===== config.mk =====
export PLATFORM = sky130hd
export DESIGN_NAME = resta_ctrl_flat
export DESIGN_NICKNAME = d
export VERILOG_FILES = /design/src/rtl/resta_ctrl_if.sv /design/src/rtl/resta_ctrl.sv /design/src/flat_wrapper.sv
export SDC_FILE = /design/constraint.sdc
export NUM_CORES = 1
export LEC_CHECK = 0
export CAP_MARGIN = 20
export CORE_UTILIZATION = 44
export CTS_CLUSTER_DIAMETER = 40
export DETAILED_ROUTE_END_ITERATION = 7
export GPL_TIMING_DRIVEN = 0
export PLACE_DENSITY = 0.86
export SKIP_LAST_GASP = 1
export SYNTH_ARGS = -nofsm -noshare
export SYNTH_HDL_FRONTEND = slang
export SYNTH_SLANG_ARGS = --single-unit

===== constraint.sdc =====
create_clock -name clk -period 3.1 [get_ports clk]
set_input_delay 0.465 -clock clk [delete_from_list [all_inputs] [get_ports clk]]
set_output_delay 0.465 -clock clk [all_outputs]
set_load 0.05 [all_outputs]

===== src/rtl/resta_ctrl_if.sv =====
// Purpose : switch/button/subtractor bundle between the operand-capture stage and its environment.
// Ports   : sw, btn, R_in, C_in flow into the stage; A_out, B_out, R_q, C_q/N_q/V_q/Z_q, done, state_q flow out.
// Modports: slave = the capture stage, master = the board/testbench side driving switches and the subtractor.
interface resta_ctrl_if #(
  parameter int M = 4
);
  logic [M-1:0] sw;
  logic         btn;
  logic [M-1:0] R_in;
  logic         C_in;
  logic [M-1:0] A_out;
  logic [M-1:0] B_out;
  logic [M-1:0] R_q;
  logic         C_q;
  logic         N_q;
  logic         V_q;
  logic         Z_q;
  logic         done;
  logic [1:0]   state_q;

  modport slave (
    input  sw, btn, R_in, C_in,
    output A_out, B_out, R_q, C_q, N_q, V_q, Z_q, done, state_q
  );

  modport master (
    output sw, btn, R_in, C_in,
    input  A_out, B_out, R_q, C_q, N_q, V_q, Z_q, done, state_q
  );
endinterface


===== src/rtl/resta_ctrl.sv =====
// Purpose : captures A then B from the switch bus on button presses, then registers the subtractor result and N/V/Z/C flags.
// Latency : A_out/B_out valid the edge the press is sampled; result and done valid one edge after the B capture (single CALC cycle).
// Backpressure: none; presses in CALC are dropped, a held button yields one press, results hold until the next A capture.
// Ports   : clk, rst (sync, active high); bus (resta_ctrl_if.slave) carries sw, btn, R_in, C_in in and A_out, B_out,
//           R_q, C_q, N_q, V_q, Z_q, done, state_q out.
module resta_ctrl #(
  parameter int M = 4
) (
  input  logic        clk,
  input  logic        rst,
  resta_ctrl_if.slave bus
);

  typedef enum logic [1:0] {
    WAIT_A = 2'd0,
    WAIT_B = 2'd1,
    CALC   = 2'd2,
    HOLD   = 2'd3
  } state_t;

  state_t       state_q, state_d;
  logic         btn_prev_q;
  logic [M-1:0] a_q, a_d;
  logic [M-1:0] b_q, b_d;
  logic [M-1:0] r_q, r_d;
  logic         c_q, c_d;
  logic         n_q, n_d;
  logic         v_q, v_d;
  logic         z_q, z_d;
  logic         done_q, done_d;
  logic         press;

  // Rising edge of the (already synchronised) button level.
  assign press = bus.btn & ~btn_prev_q;

  always_comb begin
    state_d = state_q;
    a_d     = a_q;
    b_d     = b_q;
    r_d     = r_q;
    c_d     = c_q;
    n_d     = n_q;
    v_d     = v_q;
    z_d     = z_q;
    done_d  = done_q;
    unique case (state_q)
      WAIT_A: begin
        if (press) begin
          a_d     = bus.sw;
          state_d = WAIT_B;
        end
      end
      WAIT_B: begin
        if (press) begin
          b_d     = bus.sw;
          state_d = CALC;
        end
      end
      CALC: begin
        // R_in is a combinational function of a_q/b_q, so it is settled here.
        r_d     = bus.R_in;
        c_d     = bus.C_in;
        n_d     = bus.R_in[M-1];
        z_d     = (bus.R_in == '0);
        // Subtraction overflows only when operand signs differ and the
        // result sign disagrees with the minuend.
        v_d     = (a_q[M-1] != b_q[M-1]) & (bus.R_in[M-1] != a_q[M-1]);
        done_d  = 1'b1;
        state_d = HOLD;
      end
      HOLD: begin
        // Start the next operation directly; this edge captures A.
        if (press) begin
          a_d     = bus.sw;
          done_d  = 1'b0;
          state_d = WAIT_B;
        end
      end
      default: state_d = WAIT_A;
    endcase
  end

  always_ff @(posedge clk) begin
    if (rst) begin
      state_q    <= WAIT_A;
      // Treat the button as already pressed so a level held through reset does not fire.
      btn_prev_q <= 1'b1;
      a_q        <= '0;
      b_q        <= '0;
      r_q        <= '0;
      c_q        <= 1'b0;
      n_q        <= 1'b0;
      v_q        <= 1'b0;
      z_q        <= 1'b0;
      done_q     <= 1'b0;
    end else begin
      state_q    <= state_d;
      btn_prev_q <= bus.btn;
      a_q        <= a_d;
      b_q        <= b_d;
      r_q        <= r_d;
      c_q        <= c_d;
      n_q        <= n_d;
      v_q        <= v_d;
      z_q        <= z_d;
      done_q     <= done_d;
    end
  end

  assign bus.A_out   = a_q;
  assign bus.B_out   = b_q;
  assign bus.R_q     = r_q;
  assign bus.C_q     = c_q;
  assign bus.N_q     = n_q;
  assign bus.V_q     = v_q;
  assign bus.Z_q     = z_q;
  assign bus.done    = done_q;
  assign bus.state_q = state_q;

endmodule


===== src/flat_wrapper.sv =====
// flat-port wrapper written by rule: the top's interface ports become plain ports
module resta_ctrl_flat 
#(
  parameter int M = 4
)
  (clk, rst, bus_sw, bus_btn, bus_R_in, bus_C_in, bus_A_out, bus_B_out, bus_R_q, bus_C_q, bus_N_q, bus_V_q, bus_Z_q, bus_done, bus_state_q);
  resta_ctrl_if #(.M(M)) bus_i ();
  input  logic clk;
  input  logic rst;
  input wire logic [$bits(bus_i.sw)-1:0] bus_sw;
  input wire logic [$bits(bus_i.btn)-1:0] bus_btn;
  input wire logic [$bits(bus_i.R_in)-1:0] bus_R_in;
  input wire logic [$bits(bus_i.C_in)-1:0] bus_C_in;
  output wire logic [$bits(bus_i.A_out)-1:0] bus_A_out;
  output wire logic [$bits(bus_i.B_out)-1:0] bus_B_out;
  output wire logic [$bits(bus_i.R_q)-1:0] bus_R_q;
  output wire logic [$bits(bus_i.C_q)-1:0] bus_C_q;
  output wire logic [$bits(bus_i.N_q)-1:0] bus_N_q;
  output wire logic [$bits(bus_i.V_q)-1:0] bus_V_q;
  output wire logic [$bits(bus_i.Z_q)-1:0] bus_Z_q;
  output wire logic [$bits(bus_i.done)-1:0] bus_done;
  output wire logic [$bits(bus_i.state_q)-1:0] bus_state_q;
  assign bus_i.sw = bus_sw;
  assign bus_i.btn = bus_btn;
  assign bus_i.R_in = bus_R_in;
  assign bus_i.C_in = bus_C_in;
  assign bus_A_out = bus_i.A_out;
  assign bus_B_out = bus_i.B_out;
  assign bus_R_q = bus_i.R_q;
  assign bus_C_q = bus_i.C_q;
  assign bus_N_q = bus_i.N_q;
  assign bus_V_q = bus_i.V_q;
  assign bus_Z_q = bus_i.Z_q;
  assign bus_done = bus_i.done;
  assign bus_state_q = bus_i.state_q;
  resta_ctrl #(.M(M)) u_core (.clk(clk), .rst(rst), .bus(bus_i));
endmodule

==> results of run 1 <==
-- worst register-to-register path, stage by stage, from the launching register on --
cell      delay (ns)
dfxtp_1         0.41
inv_1           0.09
ha_1            0.34
nand3b_1        0.25
mux2i_1         0.22
nor2_1          0.05
-- area by class of cell --
cell class / count / area [um^2] / area share, %
flip-flops and latches: 19 / 380 / 34.6
multi-input cells: 50 / 354 / 32.2
repair buffers: 29 / 290 / 26.4
clock buffers: 4 / 26.3 / 2.39
plain buffers: 4 / 21.3 / 1.93
well taps: 16 / 20.0 / 1.82
inverters: 2 / 7.51 / 0.683
-- power by group --
part,leakage (nW),internal (mW),total (mW),switching (mW)
clock,0.0150,0.0502,0.128,0.0776
combinational,0.309,0.165,0.425,0.261
sequential,0.155,0.288,0.322,0.0337
-- worst min path at each step --
stage                                            start                            endpoint
after floorplan                                bus_btn        u_core.btn_prev_q$_SDFF_PP1_
after global placement    u_core.bus.done$_SDFFE_PP0P_        u_core.bus.done$_SDFFE_PP0P_
after detailed placement   u_core.bus.V_q$_SDFFE_PP0N_         u_core.bus.V_q$_SDFFE_PP0N_
after CTS                                          rst  u_core.bus.state_q[1]$_SDFFE_PP0P_
after global routing                               rst  u_core.bus.state_q[1]$_SDFFE_PP0P_
final                                              rst  u_core.bus.state_q[1]$_SDFFE_PP0P_
-- metrics by stage --
step | cells | utilization [%] | total power, mW | setup slack [ns]
2_1_floorplan | 75 | - | 0.623 | 1.40
3_3_place_gp | 120 | 68.9 | 0.743 | 1.41
3_5_place_dp | 120 | 68.9 | 0.756 | 1.39
4_1_cts | 124 | 70.5 | 0.883 | 1.04
5_1_grt | 124 | 70.5 | 0.919 | 1.01
6_report | 124 | 70.5 | 0.875 | 1.05
-- registers in the layout, indices dropped and copies added, names as in the netlist --
| name | flops |
|---|---|
| u_core.btn_prev_q | 1 |
| u_core.bus.A_out | 4 |
| u_core.bus.B_out | 4 |
| u_core.bus.C_q | 1 |
| u_core.bus.N_q | 1 |
| u_core.bus.R_q | 3 |
| u_core.bus.V_q | 1 |
| u_core.bus.Z_q | 1 |
| u_core.bus.done | 1 |
| u_core.bus.state_q | 2 |
-- Yosys cell counts --
library cell / n
ha_1: 4
dfxtp_1: 19
a21o_1: 2
mux2i_1: 14
or3b_1: 1
buf_4: 1
a311oi_1: 1
buf_1: 1
nand3b_1: 3
a21oi_1: 3
or2_2: 1
o21bai_1: 1
inv_1: 2
nor2_1: 15
nand2_1: 3
buf_2: 2
nor4_1: 1
nand2b_1: 1
-- placed cells by master (no fill, tap or decap), types with 2 or more instances in the layout --
| cell type | count |
|---|---|
| dfxtp_1 | 19 |
| ha_1 | 4 |
| a21o_1 | 2 |
| nand3b_1 | 3 |
| buf_2 | 2 |
| nor2_1 | 15 |
| a21oi_1 | 3 |
| mux2i_1 | 14 |
| inv_1 | 2 |
| clkbuf_4 | 3 |
| clkdlybuf4s50_1 | 29 |
| nand2_1 | 3 |
-- logic make-up (layout without fill, tap and decap cells) --
logic type	Yosys count	in the layout	synth area share (%)
DFF	19	19	49.8
AOI/OAI and AO/OA	7	7	6.06
muxes	14	14	18.4
adders and majority gates	4	4	6.56
and+or+nand+nor	25	25	15.4
buffers and inverters	6	39	3.77
-- per-layer routing --
metal / up-vias / GRT usage, %
met1: 291 / 21.5
met3: 2 / 2.50
met4: 0 / 9.38
met5: - / 0
met2: 17 / 32.8
li1: 319 / -
==> results.toml, run 1 <==
[critical_path]
worstSetupStartpoint = "u_core.bus.state_q[1]$_SDFFE_PP0P_"
r2r_end = "u_core.bus.A_out[3]$_SDFFE_PP0P_"
cp.required_ns = 2.63
critPathTopFamily = "buffers and inverters"
crit_chain = "clkdlybuf4s50_1"
arrival_ns = 1.59
crit_path_end = "bus_state_q[1]"
cp-end-kind = "output port"
cpPeakStageDelay_ns = 0.84
worst-path-buf-inv = 1
startpoint_type = "flip-flop"
critPathKind = "flip-flop to output port"
r2r-start = "u_core.bus.state_q[0]$_SDFFE_PP0P_"
r2r_slack_ns = 1.63
crit_fanout = 6
reg2regPathDepth = 5
path_depth = 1
critPathSlowestCell = "clkdlybuf4s50_1"

[die]
ios = 31
fp.dieH_um = 43.7
die-area_mm2 = 0.00191
design.core.area_mm2 = 0.00156
fp.dieW_um = 43.7
start_util_pct = 49.0
num_rows = 14

[power_and_ir_drop]
peakVddDrop_mv = 0.458
powerDensity_mw_per_mm2 = 796
power.leakage_nw = 0.479

[final_layout]
num_antenna_cells = 0
drive_gt1_share_pct = 6.48
final_nets = 125
fill_cells = 129
syn_to_final_growth_pct = 44.1
final_area_mm2 = 0.00110

[sta]
finalSetupViolations = 0
rsz0062_at_grt = "no"
holdWs_ns = 0.438
layout_min_cycle_time_ns = 2.05
worst_pin_slew_ns = 0.504
fin_skew_ns = 0.00223
hold_viol_final = 0
final_max_slew_viol_count = 0
tns_ns = 0
fmax_ghz = 0.487
post-route-period-util_pct = 66.3
max-slew-margin-rel_pct = 66.3

[synth]
syn_avg_cell_area_um2 = 10.2
yosysSeqAreaShare_pct = 49.8
synth_seq_cells = 19
ys_types = 18
synth_top_cell_by_area = "dfxtp_1"
yosysTopAreaCellShare_pct = 49.8
syn_nets = 91
yosys-top-cells-area = "dfxtp_1 50%, mux2i_1 18%, nor2_1 7.4%"
synth_area_um2 = 763
netlist_instances = 75
yosysWarnings = 0

[clock_tree]
clk_path_buf_depth = 2
cts_root_buf = "clkbuf_4"
cts_setup_buffers = 0
clkTransAtPathRegs_ns = 0.11
postCtsResizedCells = 0
cts_tree = "built"
worstSkewPairLatency_ns = 0.30
htreeDepth = 1
clock-sinks = 19
cts_buffers = 3
cts_hold_buf = 0

[outcome]
status = "finished, final reports clean"

[route]
wire_per_inst_um = 12.3
via_per_inst = 5.07
routed_wl_mm = 1.52
met3_length_um = 56
ant_nets = 0
drc = 0
dr.pass1.iters = 6
drtIter0Drc = 7
drt-met1-wl_um = 666
vias = 629
routed-wl-met2_um = 771
highest_layer = "met4"

[run]
maxCapViolations = 0

[global_routing]
grt_max_degree = 11
antenna_found_initial = 0
grt_first_pass_wirelength_mm = 2.59
grt_usage_pct = 18.5
gr-total-overflow = 0
grt_pass1_vias = 639

[placement]
place_area_mm2 = 0.00107
gp_congestion = 0.764
port_buffers = 29
dp_hpwl_mm = 1.14

[min_path]
holdPathStages = 2
hold_class = "input pin to flip-flop"
No activity file was read; power rests on OpenSTA's default activity.
==> run 2, diff against run 1 <==
- CORE_UTILIZATION: 44 -> 37
- PLACE_DENSITY: 0.86 -> 0.77
- clock period: 3.1 -> 1.65 ns (I/O delays scaled with it)
==> results.toml, run 2 (synthesis gave the netlist of run 1 again) <==
[outcome]
status = "finished, final reports clean"

[sta]
fin_skew_ns = 0.00331
layout_min_cycle_time_ns = 1.55
post-route-period-util_pct = 94.0
fmax_ghz = 0.644
tns_ns = 0
rsz0062_at_grt = "no"
worst_pin_slew_ns = 0.496
finalSetupViolations = 0
final_max_slew_viol_count = 0
max-slew-margin-rel_pct = 67.0
hold_viol_final = 0

[clock_tree]
cts_tree = "built"
clock-sinks = 19
cts_root_buf = "clkbuf_4"
clk_path_buf_depth = 2
cts_hold_buf = 0
htreeDepth = 1
worstSkewPairLatency_ns = 0.30
cts_buffers = 3
clkTransAtPathRegs_ns = 0.11

[min_path]
hold_class = "input pin to flip-flop"

[critical_path]
cp-end-kind = "output port"
critPathKind = "flip-flop to output port"
arrival_ns = 1.30
cp.required_ns = 1.40
crit_fanout = 3
startpoint_type = "flip-flop"

[power_and_ir_drop]
peakVddDrop_mv = 0.809
powerDensity_mw_per_mm2 = 1440
p_total_mw = 1.58
power.leakage_nw = 0.564

[placement]
port_buffers = 29
dp_hpwl_mm = 1.12
dp_cells = 131
place_area_mm2 = 0.00109
gp_congestion = 0.691

[die]
design.core.area_mm2 = 0.00194
fp.dieH_um = 47.4
fp.dieW_um = 47.4
start_util_pct = 39.3
ios = 31
num_rows = 16
die-area_mm2 = 0.00225

[route]
drtIter0Drc = 2
routed_wl_mm = 1.49
drc = 0
via_per_inst = 4.63
ant_nets = 0
wire_per_inst_um = 11.1
vias = 625
dr.pass1.iters = 3

[global_routing]
gr-total-overflow = 0
antenna_found_initial = 0
grt_first_pass_wirelength_mm = 2.20
grt_pass1_vias = 537
grt_max_degree = 12
grt_usage_pct = 14.0

[final_layout]
layout_common_cells = "19 x dlygate4sd2_1, 18 x dfxtp_1, 15 x nor2_1, 14 x mux2i_1, 10 x clkdlybuf4s50_1"
drive_gt1_share_pct = 8.33
mostFrequentLayoutCell = "dlygate4sd2_1"
fill_cells = 197
final_cell_count_no_fill = 135
regArea_um2 = 382
final_area_mm2 = 0.00109
multi_input_area_um2 = 354
num_antenna_cells = 0
final_util_pct = 56.3
final_nets = 125
syn_to_final_growth_pct = 43.1

[run]
maxCapViolations = 0
[run 2: cell types whose count changed in the layout (fill, tap and decap cells not counted)]
cell             delta
clkbuf_1            -1
clkdlybuf4s50_1    -19
clkinv_2            +1
dfxtp_1             -1
dfxtp_2             +1
dlygate4sd2_1      +19
[run 2: repair_timing]
action	in CTS	in global routing
buffers inserted	0	0
setup endpoints to repair	19	0
gates resized for setup	19	0
[run 2: area by class of cell]
type / count / area share [%]
repair buffers: 29 / 24.4
well taps: 27 / 3.09
plain buffers: 4 / 1.95
inverters: 2 / 0.687
clock inverters: 1 / 0.458
clock buffers: 3 / 2.06
multi-input cells: 50 / 32.4
flip-flops and latches: 19 / 34.9
[run 2: final timing paths]
| kind | start | to | slack [ns] | depth (start not counted) |
|---|---|---|---|---|
| worst max-delay path | u_core.bus.N_q$_SDFFE_PP0N_ | bus_R_q[3] | 0.1 | 2 |
| worst min-delay path | rst | u_core.bus.state_q[0]$_SDFFE_PP0P_ | 0.22 | 2 |
| worst max register to register | u_core.bus.state_q[0]$_SDFFE_PP0P_ | u_core.bus.A_out[0]$_SDFFE_PP0P_ | 0.26 | 5 |
| worst min register to register | u_core.bus.done$_SDFFE_PP0P_ | u_core.bus.done$_SDFFE_PP0P_ | 0.48 | 2 |
[run 2: routing by layer]
| metal | global-route usage (%) | part of all wire [%] |
|---|---|---|
| met2 | 20.0 | 44 |
| met4 | 8.57 | 1.9 |
| met5 | 0 | 0 |
| met3 | 2.64 | 5.8 |
| met1 | 19.3 | 48 |
[run 2: metrics by stage]
stage / setup WS [ns] / hold WS [ns]
after floorplan: 0.0378 / 0.354
after global placement: 0.166 / 0.453
after detailed placement: 0.154 / 0.471
after CTS: 0.0734 / 0.219
after global routing: 0.0488 / 0.232
final: 0.0982 / 0.223
[run 2: report_power, final]
group	internal (mW)	leakage (nW)	switching [mW]	total, mW
clock	0.0904	0.0177	0.148	0.239
sequential	0.544	0.155	0.0608	0.605
combinational	0.250	0.391	0.483	0.732
[run 2: worst max-delay path, stage by stage (launching register included)]
cell	delay, ns
dfxtp_1	0.37
buf_4	0.11
dlygate4sd2_1	0.52
==> run 3, diff against run 2 <==
- MAX_ROUTING_LAYER: not set -> met4
- PLACE_DENSITY: 0.77 -> 0.83
==> results.toml, run 3 (synthesis gave the netlist of run 1 again) <==
[outcome]
status = "finished, final reports clean"

[clock_tree]
postCtsResizedCells = 19
htreeDepth = 1
clkTransAtPathRegs_ns = 0.10
cts_buffers = 3
cts_hold_buf = 0
cts_setup_buffers = 0
cts_tree = "built"
cts_root_buf = "clkbuf_4"
clock-sinks = 19
clk_path_buf_depth = 2
worstSkewPairLatency_ns = 0.29

[final_layout]
multi_input_area_um2 = 354
fill_cells = 198
final_util_pct = 56.2
syn_to_final_growth_pct = 43.0
regArea_um2 = 382
layout_common_cells = "19 x dlygate4sd2_1, 18 x dfxtp_1, 15 x nor2_1, 14 x mux2i_1, 10 x clkdlybuf4s50_1"
final_nets = 125
final_cell_count_no_fill = 135
mostFrequentLayoutCell = "dlygate4sd2_1"
num_antenna_cells = 0
drive_gt1_share_pct = 7.41

[critical_path]
cp-end-kind = "output port"
r2r_slack_ns = 0.24
startpoint_type = "flip-flop"
crit_fanout = 6
cp.required_ns = 1.40
cpPeakStageDelay_ns = 0.56
crit_chain = "dlygate4sd2_1"
arrival_ns = 1.29
r2r-start = "u_core.bus.state_q[1]$_SDFFE_PP0P_"
critPathTopFamily = "buffers and inverters"
reg2regPathDepth = 5
worst-path-buf-inv = 1
critPathKind = "flip-flop to output port"
critPathSlowestCell = "dlygate4sd2_1"
r2r_end = "u_core.bus.B_out[2]$_SDFFE_PP0P_"

[global_routing]
grt_max_degree = 11
antenna_found_initial = 0
grt_usage_pct = 15.3
gr-total-overflow = 0
grt_first_pass_wirelength_mm = 2.31
grt_pass1_vias = 505

[route]
routed_wl_mm = 1.67
via_per_inst = 4.62
drc = 0
drtIter0Drc = 4
wire_per_inst_um = 12.3
vias = 624
ant_nets = 0
dr.pass1.iters = 4

[die]
fp.dieW_um = 47.4
die-area_mm2 = 0.00225
start_util_pct = 39.3
design.core.area_mm2 = 0.00194
fp.dieH_um = 47.4
ios = 31
num_rows = 16

[power_and_ir_drop]
seqPwrFrac_pct = 38.6
power.leakage_nw = 0.561
swShare_pct = 43.5
clkPwrFrac_pct = 14.4
p_switching_mw = 0.684
powerDensity_mw_per_mm2 = 1440
intPower_mw = 0.888
peakVddDrop_mv = 0.755
combPwrFrac_pct = 46.9

[sta]
rsz0062_at_grt = "no"
holdWs_ns = 0.241
fmax_ghz = 0.651
post-route-period-util_pct = 93.1
worst_pin_slew_ns = 0.512
max-slew-margin-rel_pct = 66.0
final_max_slew_viol_count = 0
hold_viol_final = 0
layout_min_cycle_time_ns = 1.54
finalSetupViolations = 0
fin_skew_ns = 0.00347
tns_ns = 0

[min_path]
min_to = "u_core.bus.state_q[0]$_SDFFE_PP0P_"
hold_class = "input pin to flip-flop"
holdPathStages = 2
hold_start = "rst"

[placement]
port_buffers = 29
dp_hpwl_mm = 1.30
gp_congestion = 0.644
dp_cells = 131

[run]
maxCapViolations = 0
run 3: metal layers:
metal / GRT usage, % / part of all wire (%) / up-vias
li1: - / - / 315
met1: 18.8 / 44 / 291
met2: 24.1 / 51 / 16
met3: 5.28 / 4.0 / 2
met4: 3.43 / 1.3 / 0
met5: - / 0 / -
run 3: how the worst max path moves through the flow:
stage / from / to / slack, ns / depth (start not counted)
6_report: u_core.bus.state_q[1]$_SDFFE_PP0P_ / bus_state_q[1] / 0.11 / 1
3_3_place_gp: u_core.bus.N_q$_SDFFE_PP0N_ / bus_R_q[3] / 0.18 / 2
5_1_grt: u_core.bus.state_q[1]$_SDFFE_PP0P_ / bus_state_q[1] / 0.04 / 1
2_1_floorplan: u_core.bus.state_q[1]$_SDFFE_PP0P_ / u_core.bus.A_out[3]$_SDFFE_PP0P_ / 0.04 / 4
4_1_cts: u_core.bus.state_q[1]$_SDFFE_PP0P_ / bus_state_q[1] / 0.09 / 1
3_5_place_dp: u_core.bus.state_q[1]$_SDFFE_PP0P_ / bus_state_q[1] / 0.15 / 1
run 3: area by class of cell:
cell class,instances,area share [%]
Sequential cell,19,35.0
Multi-Input combinational cell,50,32.5
Timing Repair Buffer,29,24.4
Tap cell,27,3.10
Clock buffer,4,2.41
Buffer,4,1.95
Inverter,2,0.688
run 3: metrics by stage:
stage                     cell area [um^2]  power, mW  setup WS, ns
after global routing                  1090       1.66        0.0387
final                                 1090       1.57         0.114
after detailed placement              1090       1.42         0.148
after global placement                1090       1.39         0.180
after CTS                             1090       1.59        0.0944
after floorplan                        764       1.17        0.0378
run 3: power by group through the flow:
stage / sequential (mW) / clock [mW] / combinational (mW)
2_1_floorplan: 0.894 / 0 / 0.280
3_5_place_dp: 0.623 / 0 / 0.801
4_1_cts: 0.609 / 0.238 / 0.744
3_3_place_gp: 0.613 / 0 / 0.780
6_report: 0.607 / 0.227 / 0.738
5_1_grt: 0.618 / 0.263 / 0.782
